==> src/rtl/sram_bus_arbiter_if.sv <==
// Bus bundle for the base-SRAM arbiter: fetch port, data port and SRAM pins.
//   if_*  : instruction-fetch request (read-only) and its ack/data/stall
//   dm_*  : MEM-stage data request (read/write, active-low byte lanes)
//   ram_* : external asynchronous SRAM pins (active-low controls)
// Modports:
//   slave  : the arbiter's view (takes requests, drives the SRAM pins)
//   master : the pipeline/SRAM side (issues requests, returns SRAM data)
interface sram_bus_arbiter_if #(
  parameter int unsigned ADDR_W = 20
);

  // fetch port
  logic              if_req;
  logic [31:0]       if_addr;
  logic [31:0]       if_rdata;
  logic              if_ack;
  logic              if_stall;

  // data port
  logic              dm_ce;
  logic              dm_we_n;
  logic [3:0]        dm_sel_n;
  logic [31:0]       dm_addr;
  logic [31:0]       dm_wdata;
  logic [31:0]       dm_rdata;
  logic              dm_ack;
  logic              dm_stall;

  // SRAM pins
  logic [ADDR_W-1:0] ram_addr;
  logic [31:0]       ram_wdata;
  logic [31:0]       ram_rdata;
  logic              ram_ce_n;
  logic              ram_oe_n;
  logic              ram_we_n;
  logic [3:0]        ram_be_n;

  modport slave (
    input  if_req, if_addr,
    output if_rdata, if_ack, if_stall,
    input  dm_ce, dm_we_n, dm_sel_n, dm_addr, dm_wdata,
    output dm_rdata, dm_ack, dm_stall,
    output ram_addr, ram_wdata, ram_ce_n, ram_oe_n, ram_we_n, ram_be_n,
    input  ram_rdata
  );

  modport master (
    output if_req, if_addr,
    input  if_rdata, if_ack, if_stall,
    output dm_ce, dm_we_n, dm_sel_n, dm_addr, dm_wdata,
    input  dm_rdata, dm_ack, dm_stall,
    input  ram_addr, ram_wdata, ram_ce_n, ram_oe_n, ram_we_n, ram_be_n,
    output ram_rdata
  );

endinterface

==> src/rtl/sram_bus_arbiter.sv <==
// Shares the single external base SRAM between the instruction-fetch port and
// the MEM-stage data port. Each access runs as a multi-cycle transaction:
//   read : RD for WAIT_CYCLES+1 cycles, data sampled on the last one
//   write: WR for WAIT_CYCLES+1 cycles, then one WR_HOLD cycle (we_n high,
//          address/data/byte enables still driven) for hold time
// Acks are one-cycle registered pulses; read data is registered and held until
// the next ack of the same port. Stalls are combinational (req & ~ack).
//
// Ports:
//   clk  : clock, all state on the rising edge
//   rst  : synchronous active-high reset; an interrupted access is never acked
//   bus  : sram_bus_arbiter_if.slave (fetch port, data port, SRAM pins)
//
// Parameters:
//   WAIT_CYCLES : extra cycles per access phase (0..7)
//   ADDR_W      : SRAM word-address width; ram_addr = byte_addr[ADDR_W+1:2]
//
// Build option:
//   ROUND_ROBIN_EN : when defined, a simultaneous request is granted to the
//                    port not granted last; otherwise the data port always wins.
module sram_bus_arbiter #(
  parameter int unsigned WAIT_CYCLES = 1,
  parameter int unsigned ADDR_W      = 20
) (
  input logic                clk,
  input logic                rst,
  sram_bus_arbiter_if.slave  bus
);

  localparam int unsigned CNT_W = 3;
  localparam logic [CNT_W-1:0] CNT_LAST = CNT_W'(WAIT_CYCLES);

  localparam logic PORT_IF = 1'b0;
  localparam logic PORT_DM = 1'b1;

  typedef enum logic [1:0] {
    IDLE    = 2'd0,
    RD      = 2'd1,
    WR      = 2'd2,
    WR_HOLD = 2'd3
  } state_t;

  state_t            state_q,     state_d;
  logic [CNT_W-1:0]  cnt_q,       cnt_d;
  logic              port_q,      port_d;
  logic [ADDR_W-1:0] ram_addr_q,  ram_addr_d;
  logic [31:0]       ram_wdata_q, ram_wdata_d;
  logic [3:0]        ram_be_n_q,  ram_be_n_d;
  logic              ram_ce_n_q,  ram_ce_n_d;
  logic              ram_oe_n_q,  ram_oe_n_d;
  logic              ram_we_n_q,  ram_we_n_d;
  logic              if_ack_q,    if_ack_d;
  logic              dm_ack_q,    dm_ack_d;
  logic [31:0]       if_rdata_q,  if_rdata_d;
  logic [31:0]       dm_rdata_q,  dm_rdata_d;

  logic              if_cand;
  logic              dm_cand;
  logic              grant_dm;
  logic              grant_if;

  // Address bits outside the SRAM word window are intentionally dropped.
  logic              unused_addr_bits;
  assign unused_addr_bits = ^{bus.if_addr[31:ADDR_W+2], bus.if_addr[1:0],
                              bus.dm_addr[31:ADDR_W+2], bus.dm_addr[1:0]};

  // A port being acked this cycle still holds its request; keep it out of
  // arbitration so the same request is not granted twice.
  assign if_cand = bus.if_req & ~if_ack_q;
  assign dm_cand = bus.dm_ce  & ~dm_ack_q;

`ifdef ROUND_ROBIN_EN
  logic grant_last_q, grant_last_d;

  // On a tie, the port that did not win last time takes the bus.
  assign grant_dm = dm_cand & (~if_cand | (grant_last_q == PORT_IF));
`else
  assign grant_dm = dm_cand;
`endif
  assign grant_if = if_cand & ~grant_dm;

  // State and output registers.
  always_ff @(posedge clk) begin
    if (rst) begin
      state_q     <= IDLE;
      cnt_q       <= '0;
      port_q      <= PORT_IF;
      ram_addr_q  <= '0;
      ram_wdata_q <= '0;
      ram_be_n_q  <= 4'b1111;
      ram_ce_n_q  <= 1'b1;
      ram_oe_n_q  <= 1'b1;
      ram_we_n_q  <= 1'b1;
      if_ack_q    <= 1'b0;
      dm_ack_q    <= 1'b0;
      if_rdata_q  <= '0;
      dm_rdata_q  <= '0;
    end else begin
      state_q     <= state_d;
      cnt_q       <= cnt_d;
      port_q      <= port_d;
      ram_addr_q  <= ram_addr_d;
      ram_wdata_q <= ram_wdata_d;
      ram_be_n_q  <= ram_be_n_d;
      ram_ce_n_q  <= ram_ce_n_d;
      ram_oe_n_q  <= ram_oe_n_d;
      ram_we_n_q  <= ram_we_n_d;
      if_ack_q    <= if_ack_d;
      dm_ack_q    <= dm_ack_d;
      if_rdata_q  <= if_rdata_d;
      dm_rdata_q  <= dm_rdata_d;
    end
  end

`ifdef ROUND_ROBIN_EN
  // Last-granted port; starts as fetch so the data port wins the first tie.
  always_ff @(posedge clk) begin
    if (rst) begin
      grant_last_q <= PORT_IF;
    end else begin
      grant_last_q <= grant_last_d;
    end
  end
`endif

  // Next-state, latched request and next SRAM pin values.
  always_comb begin
    state_d     = state_q;
    cnt_d       = cnt_q;
    port_d      = port_q;
    ram_addr_d  = ram_addr_q;
    ram_wdata_d = ram_wdata_q;
    ram_be_n_d  = ram_be_n_q;
    ram_ce_n_d  = 1'b1;
    ram_oe_n_d  = 1'b1;
    ram_we_n_d  = 1'b1;
    if_ack_d    = 1'b0;
    dm_ack_d    = 1'b0;
    if_rdata_d  = if_rdata_q;
    dm_rdata_d  = dm_rdata_q;
`ifdef ROUND_ROBIN_EN
    grant_last_d = grant_last_q;
`endif

    unique case (state_q)
      IDLE: begin
        if (grant_dm) begin
          port_d      = PORT_DM;
          ram_addr_d  = bus.dm_addr[ADDR_W+1:2];
          ram_wdata_d = bus.dm_wdata;
          ram_be_n_d  = bus.dm_sel_n;
          state_d     = bus.dm_we_n ? RD : WR;
          cnt_d       = '0;
`ifdef ROUND_ROBIN_EN
          grant_last_d = PORT_DM;
`endif
        end else if (grant_if) begin
          port_d      = PORT_IF;
          ram_addr_d  = bus.if_addr[ADDR_W+1:2];
          ram_be_n_d  = 4'b0000;
          state_d     = RD;
          cnt_d       = '0;
`ifdef ROUND_ROBIN_EN
          grant_last_d = PORT_IF;
`endif
        end
      end

      // Data is sampled at the end of the last access cycle; ack follows.
      RD: begin
        if (cnt_q == CNT_LAST) begin
          state_d = IDLE;
          cnt_d   = '0;
          if (port_q == PORT_DM) begin
            dm_rdata_d = bus.ram_rdata;
            dm_ack_d   = 1'b1;
          end else begin
            if_rdata_d = bus.ram_rdata;
            if_ack_d   = 1'b1;
          end
        end else begin
          cnt_d = cnt_q + CNT_W'(1);
        end
      end

      WR: begin
        if (cnt_q == CNT_LAST) begin
          state_d = WR_HOLD;
          cnt_d   = '0;
        end else begin
          cnt_d = cnt_q + CNT_W'(1);
        end
      end

      // Only the data port can write.
      WR_HOLD: begin
        state_d  = IDLE;
        cnt_d    = '0;
        dm_ack_d = 1'b1;
      end

      default: begin
        state_d = IDLE;
        cnt_d   = '0;
      end
    endcase

    // SRAM control pins follow the state being entered.
    unique case (state_d)
      IDLE: begin
        ram_be_n_d = 4'b1111;
      end
      RD: begin
        ram_ce_n_d = 1'b0;
        ram_oe_n_d = 1'b0;
      end
      WR: begin
        ram_ce_n_d = 1'b0;
        ram_we_n_d = 1'b0;
      end
      WR_HOLD: begin
        ram_ce_n_d = 1'b0;
      end
      default: begin
        ram_be_n_d = 4'b1111;
      end
    endcase
  end

  assign bus.ram_addr  = ram_addr_q;
  assign bus.ram_wdata = ram_wdata_q;
  assign bus.ram_be_n  = ram_be_n_q;
  assign bus.ram_ce_n  = ram_ce_n_q;
  assign bus.ram_oe_n  = ram_oe_n_q;
  assign bus.ram_we_n  = ram_we_n_q;

  assign bus.if_ack    = if_ack_q;
  assign bus.dm_ack    = dm_ack_q;
  assign bus.if_rdata  = if_rdata_q;
  assign bus.dm_rdata  = dm_rdata_q;

  assign bus.if_stall  = bus.if_req & ~if_ack_q;
  assign bus.dm_stall  = bus.dm_ce  & ~dm_ack_q;

endmodule
==> src/flat_wrapper.sv <==
// flat-port wrapper written by rule: the top's interface ports become plain ports
module sram_bus_arbiter_flat 
#(
  parameter int unsigned WAIT_CYCLES = 1,
  parameter int unsigned ADDR_W      = 20
)
  (clk, rst, bus_if_req, bus_if_addr, bus_if_rdata, bus_if_ack, bus_if_stall, bus_dm_ce, bus_dm_we_n, bus_dm_sel_n, bus_dm_addr, bus_dm_wdata, bus_dm_rdata, bus_dm_ack, bus_dm_stall, bus_ram_addr, bus_ram_wdata, bus_ram_ce_n, bus_ram_oe_n, bus_ram_we_n, bus_ram_be_n, bus_ram_rdata);
  sram_bus_arbiter_if #(.ADDR_W(ADDR_W)) bus_i ();
  input logic clk;
  input logic rst;
  input wire logic [$bits(bus_i.if_req)-1:0] bus_if_req;
  input wire logic [$bits(bus_i.if_addr)-1:0] bus_if_addr;
  output wire logic [$bits(bus_i.if_rdata)-1:0] bus_if_rdata;
  output wire logic [$bits(bus_i.if_ack)-1:0] bus_if_ack;
  output wire logic [$bits(bus_i.if_stall)-1:0] bus_if_stall;
  input wire logic [$bits(bus_i.dm_ce)-1:0] bus_dm_ce;
  input wire logic [$bits(bus_i.dm_we_n)-1:0] bus_dm_we_n;
  input wire logic [$bits(bus_i.dm_sel_n)-1:0] bus_dm_sel_n;
  input wire logic [$bits(bus_i.dm_addr)-1:0] bus_dm_addr;
  input wire logic [$bits(bus_i.dm_wdata)-1:0] bus_dm_wdata;
  output wire logic [$bits(bus_i.dm_rdata)-1:0] bus_dm_rdata;
  output wire logic [$bits(bus_i.dm_ack)-1:0] bus_dm_ack;
  output wire logic [$bits(bus_i.dm_stall)-1:0] bus_dm_stall;
  output wire logic [$bits(bus_i.ram_addr)-1:0] bus_ram_addr;
  output wire logic [$bits(bus_i.ram_wdata)-1:0] bus_ram_wdata;
  output wire logic [$bits(bus_i.ram_ce_n)-1:0] bus_ram_ce_n;
  output wire logic [$bits(bus_i.ram_oe_n)-1:0] bus_ram_oe_n;
  output wire logic [$bits(bus_i.ram_we_n)-1:0] bus_ram_we_n;
  output wire logic [$bits(bus_i.ram_be_n)-1:0] bus_ram_be_n;
  input wire logic [$bits(bus_i.ram_rdata)-1:0] bus_ram_rdata;
  assign bus_i.if_req = bus_if_req;
  assign bus_i.if_addr = bus_if_addr;
  assign bus_if_rdata = bus_i.if_rdata;
  assign bus_if_ack = bus_i.if_ack;
  assign bus_if_stall = bus_i.if_stall;
  assign bus_i.dm_ce = bus_dm_ce;
  assign bus_i.dm_we_n = bus_dm_we_n;
  assign bus_i.dm_sel_n = bus_dm_sel_n;
  assign bus_i.dm_addr = bus_dm_addr;
  assign bus_i.dm_wdata = bus_dm_wdata;
  assign bus_dm_rdata = bus_i.dm_rdata;
  assign bus_dm_ack = bus_i.dm_ack;
  assign bus_dm_stall = bus_i.dm_stall;
  assign bus_ram_addr = bus_i.ram_addr;
  assign bus_ram_wdata = bus_i.ram_wdata;
  assign bus_ram_ce_n = bus_i.ram_ce_n;
  assign bus_ram_oe_n = bus_i.ram_oe_n;
  assign bus_ram_we_n = bus_i.ram_we_n;
  assign bus_ram_be_n = bus_i.ram_be_n;
  assign bus_i.ram_rdata = bus_ram_rdata;
  sram_bus_arbiter #(.WAIT_CYCLES(WAIT_CYCLES), .ADDR_W(ADDR_W)) u_core (.clk(clk), .rst(rst), .bus(bus_i));
endmodule
==> config.mk <==
export PLATFORM = sky130hd
export DESIGN_NAME = sram_bus_arbiter_flat
export DESIGN_NICKNAME = d
export VERILOG_FILES = /design/src/rtl/sram_bus_arbiter_if.sv /design/src/rtl/sram_bus_arbiter.sv /design/src/flat_wrapper.sv
export SDC_FILE = /design/constraint.sdc
export NUM_CORES = 1
export LEC_CHECK = 0
export ABC_AREA = 0
export BUFFER_PORTS_ARGS = -buffer_cell sky130_fd_sc_hd__buf_2
export CORE_MARGIN = 3
export CORE_UTILIZATION = 50
export CTS_BUF_LIST = sky130_fd_sc_hd__clkbuf_4
export CTS_CLUSTER_DIAMETER = 200
export DETAILED_ROUTE_END_ITERATION = 12
export HOLD_SLACK_MARGIN = 0.1
export PLACE_DENSITY = 0.88
export SYNTH_ARGS = -nofsm -noshare
export SYNTH_HDL_FRONTEND = slang
export SYNTH_SLANG_ARGS = --single-unit
==> constraint.sdc <==
create_clock -name clk -period 3.8 [get_ports clk]
set_clock_uncertainty 0.15 [all_clocks]
set_input_delay 0.38 -clock clk [delete_from_list [all_inputs] [get_ports clk]]
set_output_delay 0.38 -clock clk [all_outputs]
set_load 0.005 [all_outputs]
==> results_dict.tcl, run 1 <==
set metrics [dict create \
    final_design_area_no_fill_mm2 0.00741 \
    antenna_left 0 \
    drt-initial-drc-count 467 \
    place_area_mm2 0.00608 \
    wl_um 17800 \
    cts_setup_buffers 0 \
    crit_required_ps 4110 \
    clock-root-buffer "clkbuf_4" \
    clkLatencyLatePin_ps 500 \
    cts_tree "done" \
    start_util 0.524 \
    wire_per_inst_um 16.4 \
    synth.yosys.seq_area_share 0.531 \
    grt.met2_usage 0.551 \
    synth-seq-cells 131 \
    grt_use_met3 0.0998 \
    status "finished clean" \
    synth-edff-count 0 \
    r2r_start "u_core.state_q[0]" \
    die_area_mm2 0.0111 \
    grt_pass1_vias 5719 \
    path_buf_inv 3 \
    critPathKind "reg2reg" \
    setup_viol 0 \
    htreeDepth 4 \
    synth_flop_cell "dfxtp_1" \
    io_buffers 239 \
    overflow 0 \
    crit_cells 7 \
    syn_to_final_growth_pct 50.2 \
    dieWidth_um 105 \
    max_slew_margin 0.300 \
    ios 264 \
    cp-startpoint "u_core.state_q[0]" \
    dp_hpwl_um 9400 \
    slowest_delay_ps 610 \
    crit_slowest_cell "dlygate4sd3_1" \
    yosysWarnings 0 \
    layout.nets 1083 \
    numCtsBuffers 17 \
    clock_path_buffers 2 \
    worstPathArrival_ps 2920 \
    use_met1 0.347 \
    cp_max_fo 40 \
    tightest_slew_ps 1050 \
    hold_path_class "in2reg" \
    grt_max_degree 101 \
    reg2regPathDepth 7 \
    syn_area_mm2 0.00494 \
    route.detailed.drc 0 \
    grt_busiest_layer "met2" \
    netlist-cell-type-count 36 \
    fmax_mhz 383 \
    core_area_mm2 0.00942 \
    worst_setup_path_start_kind "flip-flop" \
    n_fill_cell 587 \
    rows 35 \
    grtUsageTotal 0.314 \
    rsz0062_at_grt "false" \
    syn_nets 753 \
    r2r-end "u_core.bus.ram_addr[13]" \
    layout_common_cells "nand2_1, buf_2, dfxtp_1" \
    p_leak_nw 3.38 \
    cap_violations 0 \
    vias 5675 \
    path_clk_slew_ps 140 \
    netlist_instances 611 \
    post_cts_resized 0 \
    antenna_found_initial 0 \
    syn_avg_cell_area_um2 8.08 \
    dr.pass1.iters 5 \
    max-vdd-ir-drop_mv 0.215 \
    cts_sinks 131 \
    grt_pass1_wl_um 28300 \
    via_per_inst 5.24 \
    synthArstFlopShare 0 \
    final_common_cell "nand2_1" \
    place_congestion 0.793 \
    setup_tns_ps 0 \
    rrSetupSlack_ps 1190 \
    drive_gt1_frac 0.296 \
    path_cells "inv_1, ha_1, a21boi_2, buf_4, nor2_1, a311oi_1, dlygate4sd3_1" \
    slew_violations 0 \
    min_period_ps 2610 \
    period_share 0.686 \
    die_y_um 105 \
    cpLargestDelayFamily "buffers and inverters" \
    endpoint_kind "flip-flop" \
    cp-endpoint "u_core.bus.ram_addr[13]" \
    p_per_area_mw_per_mm2 394 \
    hold_viol_final 0 \
]
worst min-delay path by stage:
stage	from	endpoint	slack (ps)	cells past startpoint
final	bus_if_req	u_core.state_q[1]	200	4
after detailed placement	u_core.bus.if_rdata[11]	u_core.bus.if_rdata[11]	290	2
after CTS	bus_if_req	u_core.state_q[1]	120	4
after floorplan	u_core.bus.dm_rdata[0]	u_core.bus.dm_rdata[0]	300	2
after global placement	u_core.bus.ram_wdata[14]	u_core.bus.ram_wdata[14]	290	2
after global routing	bus_if_req	u_core.state_q[1]	160	4
cell families (layout without fill, tap and decap cells):
logic type / after synthesis / after routing / synth area share
buffers and inverters: 52 / 395 / 0.0621
and+or+nand+nor: 287 / 287 / 0.232
AOI/OAI and AO/OA: 136 / 136 / 0.161
DFF: 131 / 131 / 0.531
other: 0 / 1 / 0
adders and majority gates: 5 / 5 / 0.0127
area by class of cell:
cell class	instances	area, um^2	share of cell area
inverters	7	28.8	0.00388
flip-flops and latches	131	2620	0.354
clock inverters	14	106	0.0143
diodes	1	2.50	0.000338
repair buffers	356	2350	0.317
clock buffers	18	135	0.0182
multi-input cells	428	2010	0.271
well taps	129	161	0.0218
metrics by stage:
| step | hold WS [ps] | std cells | power, mW | util | setup slack, ps |
|---|---|---|---|---|---|
| floorplan | 303 | 611 | 1.79 | - | 2120 |
| global placement | 288 | 942 | 1.95 | 0.646 | 1540 |
| detailed placement | 293 | 942 | 1.96 | 0.646 | 1500 |
| CTS | 116 | 1083 | 2.88 | 0.787 | 1400 |
| global route | 159 | 1083 | 3.05 | 0.787 | 1060 |
| finish | 201 | 1084 | 2.92 | 0.787 | 1190 |
worst min-delay path, stage by stage:
cell	delay, ps
buf_2	100
nand2b_4	80
nand4_1	130
a21oi_1	100
Yosys cell counts (2+ instances only):
library cell / n / area (um^2)
a221oi_1: 4 / 35.0
dfxtp_1: 131 / 2620
o21ai_1: 2 / 10.0
nand2_1: 240 / 901
or3_1: 2 / 12.5
a311oi_1: 20 / 175
nor2_1: 26 / 97.6
nand2b_1: 3 / 18.8
buf_1: 2 / 7.51
buf_6: 11 / 124
and4_1: 2 / 17.5
buf_2: 9 / 45.0
nor2b_1: 2 / 12.5
o32ai_1: 2 / 17.5
nand4_1: 4 / 25.0
buf_4: 4 / 30.0
inv_1: 6 / 22.5
o21ai_0: 2 / 10.0
clkbuf_1: 19 / 71.3
a21oi_1: 100 / 500
ha_1: 5 / 62.6
power by group:
part	internal [mW]	switching, mW
logic	0.283	0.302
clock network	0.271	0.554
registers	1.46	0.0495
total	2.01	0.905
state kept, by name, summed over array words and instances, names as in the netlist:
signal                flops
u_core.bus.ram_wdata     32
u_core.bus.if_rdata      32
u_core.cnt_q              3
u_core.state_q            2
u_core.bus.dm_rdata      32
u_core.bus.ram_ce_n       1
u_core.port_q             1
u_core.bus.ram_we_n       1
u_core.bus.ram_addr      20
u_core.bus.if_ack         1
u_core.bus.ram_oe_n       1
u_core.bus.ram_be_n       4
u_core.bus.dm_ack         1
routing by layer:
metal | up-vias | part of all wire
li1 | 2685 | -
met1 | 2608 | 0.37
met2 | 331 | 0.51
met3 | 51 | 0.095
met4 | 0 | 0.034
met5 | - | 0
timing repair:
action,CTS,global route
hold buffers,109,0
setup endpoints to repair,0,0
hold endpoints to repair,121,0
No activity file was read; power rests on OpenSTA's default activity.
==> run 2: changes to the inputs <==
- CORE_UTILIZATION: 50 -> 46
- PLACE_DENSITY: 0.88 -> 0.82
- clock period: 3.8 -> 2.4 ns (I/O delays scaled with it)
==> results_dict.tcl, run 2 (synthesized netlist as in run 1, its figures left out) <==
set metrics [dict create \
    wl_met1_um 6390 \
    wire_per_inst_um 15.7 \
    wl_met2_um 8830 \
    crit_required_ps 2690 \
    highest_layer "met4" \
    antenna_left 0 \
    path_clk_slew_ps 130 \
    rrSetupSlack_ps -20 \
    final_design_area_no_fill_mm2 0.00760 \
    critPathKind "reg2reg" \
    power_frac_comb 0.198 \
    clkLatencyLatePin_ps 490 \
    dp_hpwl_um 9340 \
    whs_ps 266 \
    routed-wl-met3_um 1350 \
    cap_violations 0 \
    io_buffers 239 \
    status "complete, but fails checks" \
    hold_viol_final 0 \
    core_area_mm2 0.0104 \
    wl_um 17200 \
    setup_tns_ps -22.6 \
    p_leak_nw 3.45 \
    slew_violations 0 \
    clock_path_buffers 2 \
    p_sw_mw 1.39 \
    cp-endpoint "u_core.bus.ram_addr[0]" \
    layout_common_cells "nand2_1, buf_2, dfxtp_1" \
    setup_viol 1 \
    syn_to_final_growth_pct 54.0 \
    p_int_mw 3.41 \
    timing.final.ws_setup_ps -22.6 \
    period_share 1.01 \
    hold_path_class "in2reg" \
    ios 264 \
    max_slew_margin 0.492 \
    worst_setup_path_start_kind "flip-flop" \
    min_period_ps 2420 \
    cp-startpoint "u_core.state_q[1]" \
    grtUsageTotal 0.270 \
    final_util 0.733 \
    route.detailed.drc 0 \
    drive_gt1_frac 0.302 \
    grt_pass1_vias 5358 \
    power.total_mw 4.80 \
    place_area_mm2 0.00613 \
    overflow 0 \
    dieWidth_um 110 \
    tightest_slew_ps 763 \
    p_per_area_mw_per_mm2 631 \
    grt_pass1_wl_um 25400 \
    place_congestion 0.816 \
    cts_tree "done" \
    endpoint_kind "flip-flop" \
    drt-initial-drc-count 475 \
    htreeDepth 4 \
    numCtsBuffers 17 \
    reg2regPathDepth 8 \
    dr.pass1.iters 5 \
    layout.nets 1092 \
    vias 5651 \
    seq_power_share 0.497 \
    fmax_mhz 413 \
    cp_max_fo 20 \
    clock-root-buffer "clkbuf_4" \
    worstPathArrival_ps 2710 \
    max-vdd-ir-drop_mv 0.411 \
    violations "setup timing" \
    clkPwrFrac 0.305 \
    p_sw_frac 0.290 \
    grt_max_degree 73 \
    r2r-end "u_core.bus.ram_addr[0]" \
    r2r_start "u_core.state_q[1]" \
    final_common_cell "nand2_1" \
    n_fill_cell 730 \
    diodes 0 \
    die_y_um 110 \
    rows 37 \
    die_area_mm2 0.0120 \
    cts_sinks 131 \
    antenna_found_initial 0 \
    via_per_inst 5.14 \
    start_util 0.476 \
]
==> run 2: cell types whose count changed in the layout (fill, tap and decap cells not counted), sizes merged <==
cell / previous run / this run
buf: 247 / 252
dlygate4sd3: 109 / 112
bufinv: 0 / 2
clkinv: 4 / 6
clkinvlp: 6 / 4
diode: 1 / 0
inv: 11 / 10
==> run 2: how the worst min path moves through the flow <==
stage	end	cells after the start	start	slack (ps)
2_1_floorplan	u_core.bus.dm_rdata[0]	2	bus_ram_rdata[0]	230
4_1_cts	u_core.bus.ram_addr[18]	5	bus_dm_ce	190
3_3_place_gp	u_core.bus.if_rdata[28]	2	u_core.bus.if_rdata[28]	290
6_report	u_core.bus.ram_addr[12]	5	bus_dm_ce	270
3_5_place_dp	u_core.bus.if_rdata[18]	2	u_core.bus.if_rdata[18]	290
5_1_grt	u_core.bus.ram_addr[12]	5	bus_dm_ce	230
==> run 2: repair_timing <==
item | 4_1_cts | 5_1_grt
endpoints found under the setup margin | 0 | 9
hold buffers | 112 | 0
buffers inserted | 0 | 1
hold endpoints to repair | 129 | 0
gates resized for setup | 0 | 7
==> run 2: worst max-delay path, stage by stage (launching register included) <==
cell and delay, ps:
dfxtp_1 370, inv_1 130, ha_1 190, buf_4 140, a21boi_4 220, buf_12 180, nor2_1 70, a311oi_1 310
dlygate4sd3_1 610
==> run 2: per-stage QoR <==
stage	std cells	setup WS [ps]
2_1_floorplan	611	723
3_3_place_gp	953	426
3_5_place_dp	953	310
4_1_cts	1097	17.5
5_1_grt	1099	-95.5
6_report	1099	-22.6
==> run 2: routing by layer <==
layer,GRT usage,vias up
met5,0,-
met4,0.119,0
met3,0.0822,74
met2,0.484,299
met1,0.292,2579
li1,-,2699
==> run 2: power by group through the flow <==
stage	Clock [mW]	Combinational [mW]	Sequential, mW
floorplan	0	0.397	2.43
global placement	0	0.692	2.42
detailed placement	0	0.699	2.42
CTS	1.51	0.863	2.37
global route	1.59	1.03	2.40
finish	1.46	0.950	2.38
==> run 2: cell type report <==
class                           instances  area [um^2]  share of cell area
Clock inverter                         15          156              0.0206
Tap cell                              136          170              0.0224
Multi-Input combinational cell        428         2030               0.267
Sequential cell                       131         2620               0.345
Timing Repair Buffer                  365         2470               0.325
Clock buffer                           17          128              0.0168
Inverter                                7         28.8             0.00379
==> run 3: changes to the inputs <==
- ABC_AREA: 0 -> 1
==> results_dict.tcl, run 3 <==
set metrics [dict create \
    status "finished clean" \
    n_fill_cell 769 \
    ios 264 \
    post-synth-top-count-cell "nor2_1" \
    clock-root-buffer "clkbuf_4" \
    synthArstFlopShare 0 \
    max-vdd-ir-drop_mv 0.519 \
    grtUsageTotal 0.262 \
    min_period_ps 2180 \
    crit_required_ps 2590 \
    netlist_instances 635 \
    clkLatencyLatePin_ps 480 \
    fmax_mhz 459 \
    slew_violations 0 \
    core_area_mm2 0.0104 \
    syn_to_final_growth_pct 54.8 \
    rsz0062_at_grt "false" \
    endpoint_kind "flip-flop" \
    max_slew_margin 0.607 \
    die_area_mm2 0.0120 \
    p_leak_nw 3.69 \
    hold_path_class "in2reg" \
    whs_ps 252 \
    synth_flop_cell "dfxtp_1" \
    rows 37 \
    grt_pass1_wl_um 25000 \
    dieWidth_um 110 \
    register_area_mm2 0.00262 \
    setup_viol 0 \
    wire_per_inst_um 14.7 \
    vias 5545 \
    synth-edff-count 0 \
    cp_max_fo 11 \
    hold_viol_final 0 \
    io_buffers 239 \
    power.total_mw 5.21 \
    hold_depth 5 \
    cts_tree "done" \
    worst_setup_path_start_kind "flip-flop" \
    tightest_slew_ps 589 \
    yosys.area.top_type "dfxtp_1" \
    netlist-cell-type-count 23 \
    period_share 0.908 \
    synth_top_cells_by_count "nor2_1, dfxtp_1, o21ai_0" \
    dr.pass1.iters 7 \
    r2r-end "u_core.bus.ram_addr[0]" \
    dp_hpwl_um 9320 \
    syn_area_mm2 0.00494 \
    min_to "u_core.cnt_q[0]" \
    antenna_left 0 \
    syn_nets 777 \
    numCtsBuffers 17 \
    yosysWarnings 0 \
    via_per_inst 4.93 \
    antenna_found_initial 1 \
    reg2regPathDepth 8 \
    place_congestion 0.787 \
    layout.nets 1116 \
    holdCritStartpoint "bus_dm_ce" \
    worstPathArrival_ps 2370 \
    die_y_um 110 \
    final_design_area_no_fill_mm2 0.00765 \
    grt_pass1_vias 5291 \
    setup_tns_ps 0 \
    cts_sinks 131 \
    multi_input_area_mm2 0.00192 \
    synth-seq-cells 131 \
    final_common_cell "buf_2" \
    cap_violations 0 \
    rrSetupSlack_ps 220 \
    route.detailed.drc 0 \
    grt_max_degree 68 \
    clock_path_buffers 2 \
    wl_um 16600 \
    path_clk_slew_ps 130 \
    start_util 0.476 \
    syn_avg_cell_area_um2 7.78 \
    p_per_area_mw_per_mm2 681 \
    drt-initial-drc-count 381 \
    drive_gt1_frac 0.299 \
    synth_top_area_share 0.531 \
    r2r_start "u_core.bus.dm_ack" \
    htreeDepth 4 \
    critPathKind "reg2reg" \
    overflow 0 \
    layout_common_cells "buf_2, nor2_1, dfxtp_1" \
    synth.area.top_cells "dfxtp_1, nor2_1, o21ai_0" \
    synth.yosys.seq_area_share 0.531 \
    place_area_mm2 0.00617 \
]
run 3: cell types whose count changed after synthesis, sizes merged, moves of 4 or more:
cell	change
nand4	-4
nand2	-179
a311oi	-20
nand3	+10
a22oi	+4
o21ai	+95
nor2	+130
nand2b	-4
inv	+40
a221oi	-4
a21oi	-23
run 3: routing by layer:
metal	vias up	wire length, um	GRT usage
li1	2728	-	-
met3	49	1290	0.0681
met2	265	8470	0.476
met4	0	558	0.126
met5	-	0	0
met1	2503	6250	0.282
run 3: cell type report:
| class | instances | share of cell area |
|---|---|---|
| Sequential cell | 131 | 0.343 |
| Timing Repair Buffer | 360 | 0.315 |
| Multi-Input combinational cell | 416 | 0.251 |
| Clock inverter | 14 | 0.0263 |
| Inverter | 47 | 0.0236 |
| Tap cell | 136 | 0.0222 |
| Clock buffer | 18 | 0.0177 |
| Timing Repair inverter | 1 | 0.000982 |
| Antenna cell | 1 | 0.000327 |
run 3: worst max-delay path by stage:
stage                            startpoint                       end  slack (ps)  cells after the start
final                     u_core.bus.dm_ack    u_core.bus.ram_addr[0]         220                      8
after global routing      u_core.bus.dm_ack    u_core.bus.ram_addr[1]          90                      8
after CTS                 u_core.state_q[0]    u_core.bus.ram_addr[1]          80                      8
after detailed placement  u_core.state_q[0]  u_core.bus.ram_wdata[24]         470                      8
after global placement    u_core.state_q[0]   u_core.bus.ram_wdata[4]         480                      8
after floorplan           u_core.state_q[0]  u_core.bus.ram_wdata[22]         870                      8
run 3: kinds of logic after synthesis:
family / synth area share
AOI/OAI and AO/OA: 0.185
adders and majority gates: 0.0127
buffers and inverters: 0.0823
DFF: 0.531
and+or+nand+nor: 0.189
run 3: critical path, cell delays in order (launching register included):
cell and delay, ps:
dfxtp_1 360, inv_2 60, nand2_4 160, clkinvlp_4 290
nand2_1 190, a21oi_1 90, dlygate4sd3_1 570, a21oi_1 120
nor2_1 50
run 3: power breakdown:
group / switching (mW) / internal [mW] / leakage, nW
registers: 0.0886 / 2.34 / 1.07
logic: 0.550 / 0.511 / 2.45
clock network: 0.861 / 0.856 / 0.174
total: 1.50 / 3.71 / 3.69
run 3: timing repair:
item                       CTS  global route
hold buffers               111             0
setup endpoints to repair    0            19
resized for setup            0             4
setup buffers                0             1
hold endpoints to repair   128             0
run 3: per-stage QoR:
| step | util | setup slack [ps] | instances |
|---|---|---|---|
| 6_report | 0.738 | 221 | 1124 |
| 4_1_cts | 0.735 | 81.2 | 1121 |
| 5_1_grt | 0.738 | 93.5 | 1124 |
| 3_3_place_gp | 0.595 | 478 | 978 |
| 2_1_floorplan | - | 866 | 635 |
| 3_5_place_dp | 0.595 | 474 | 978 |
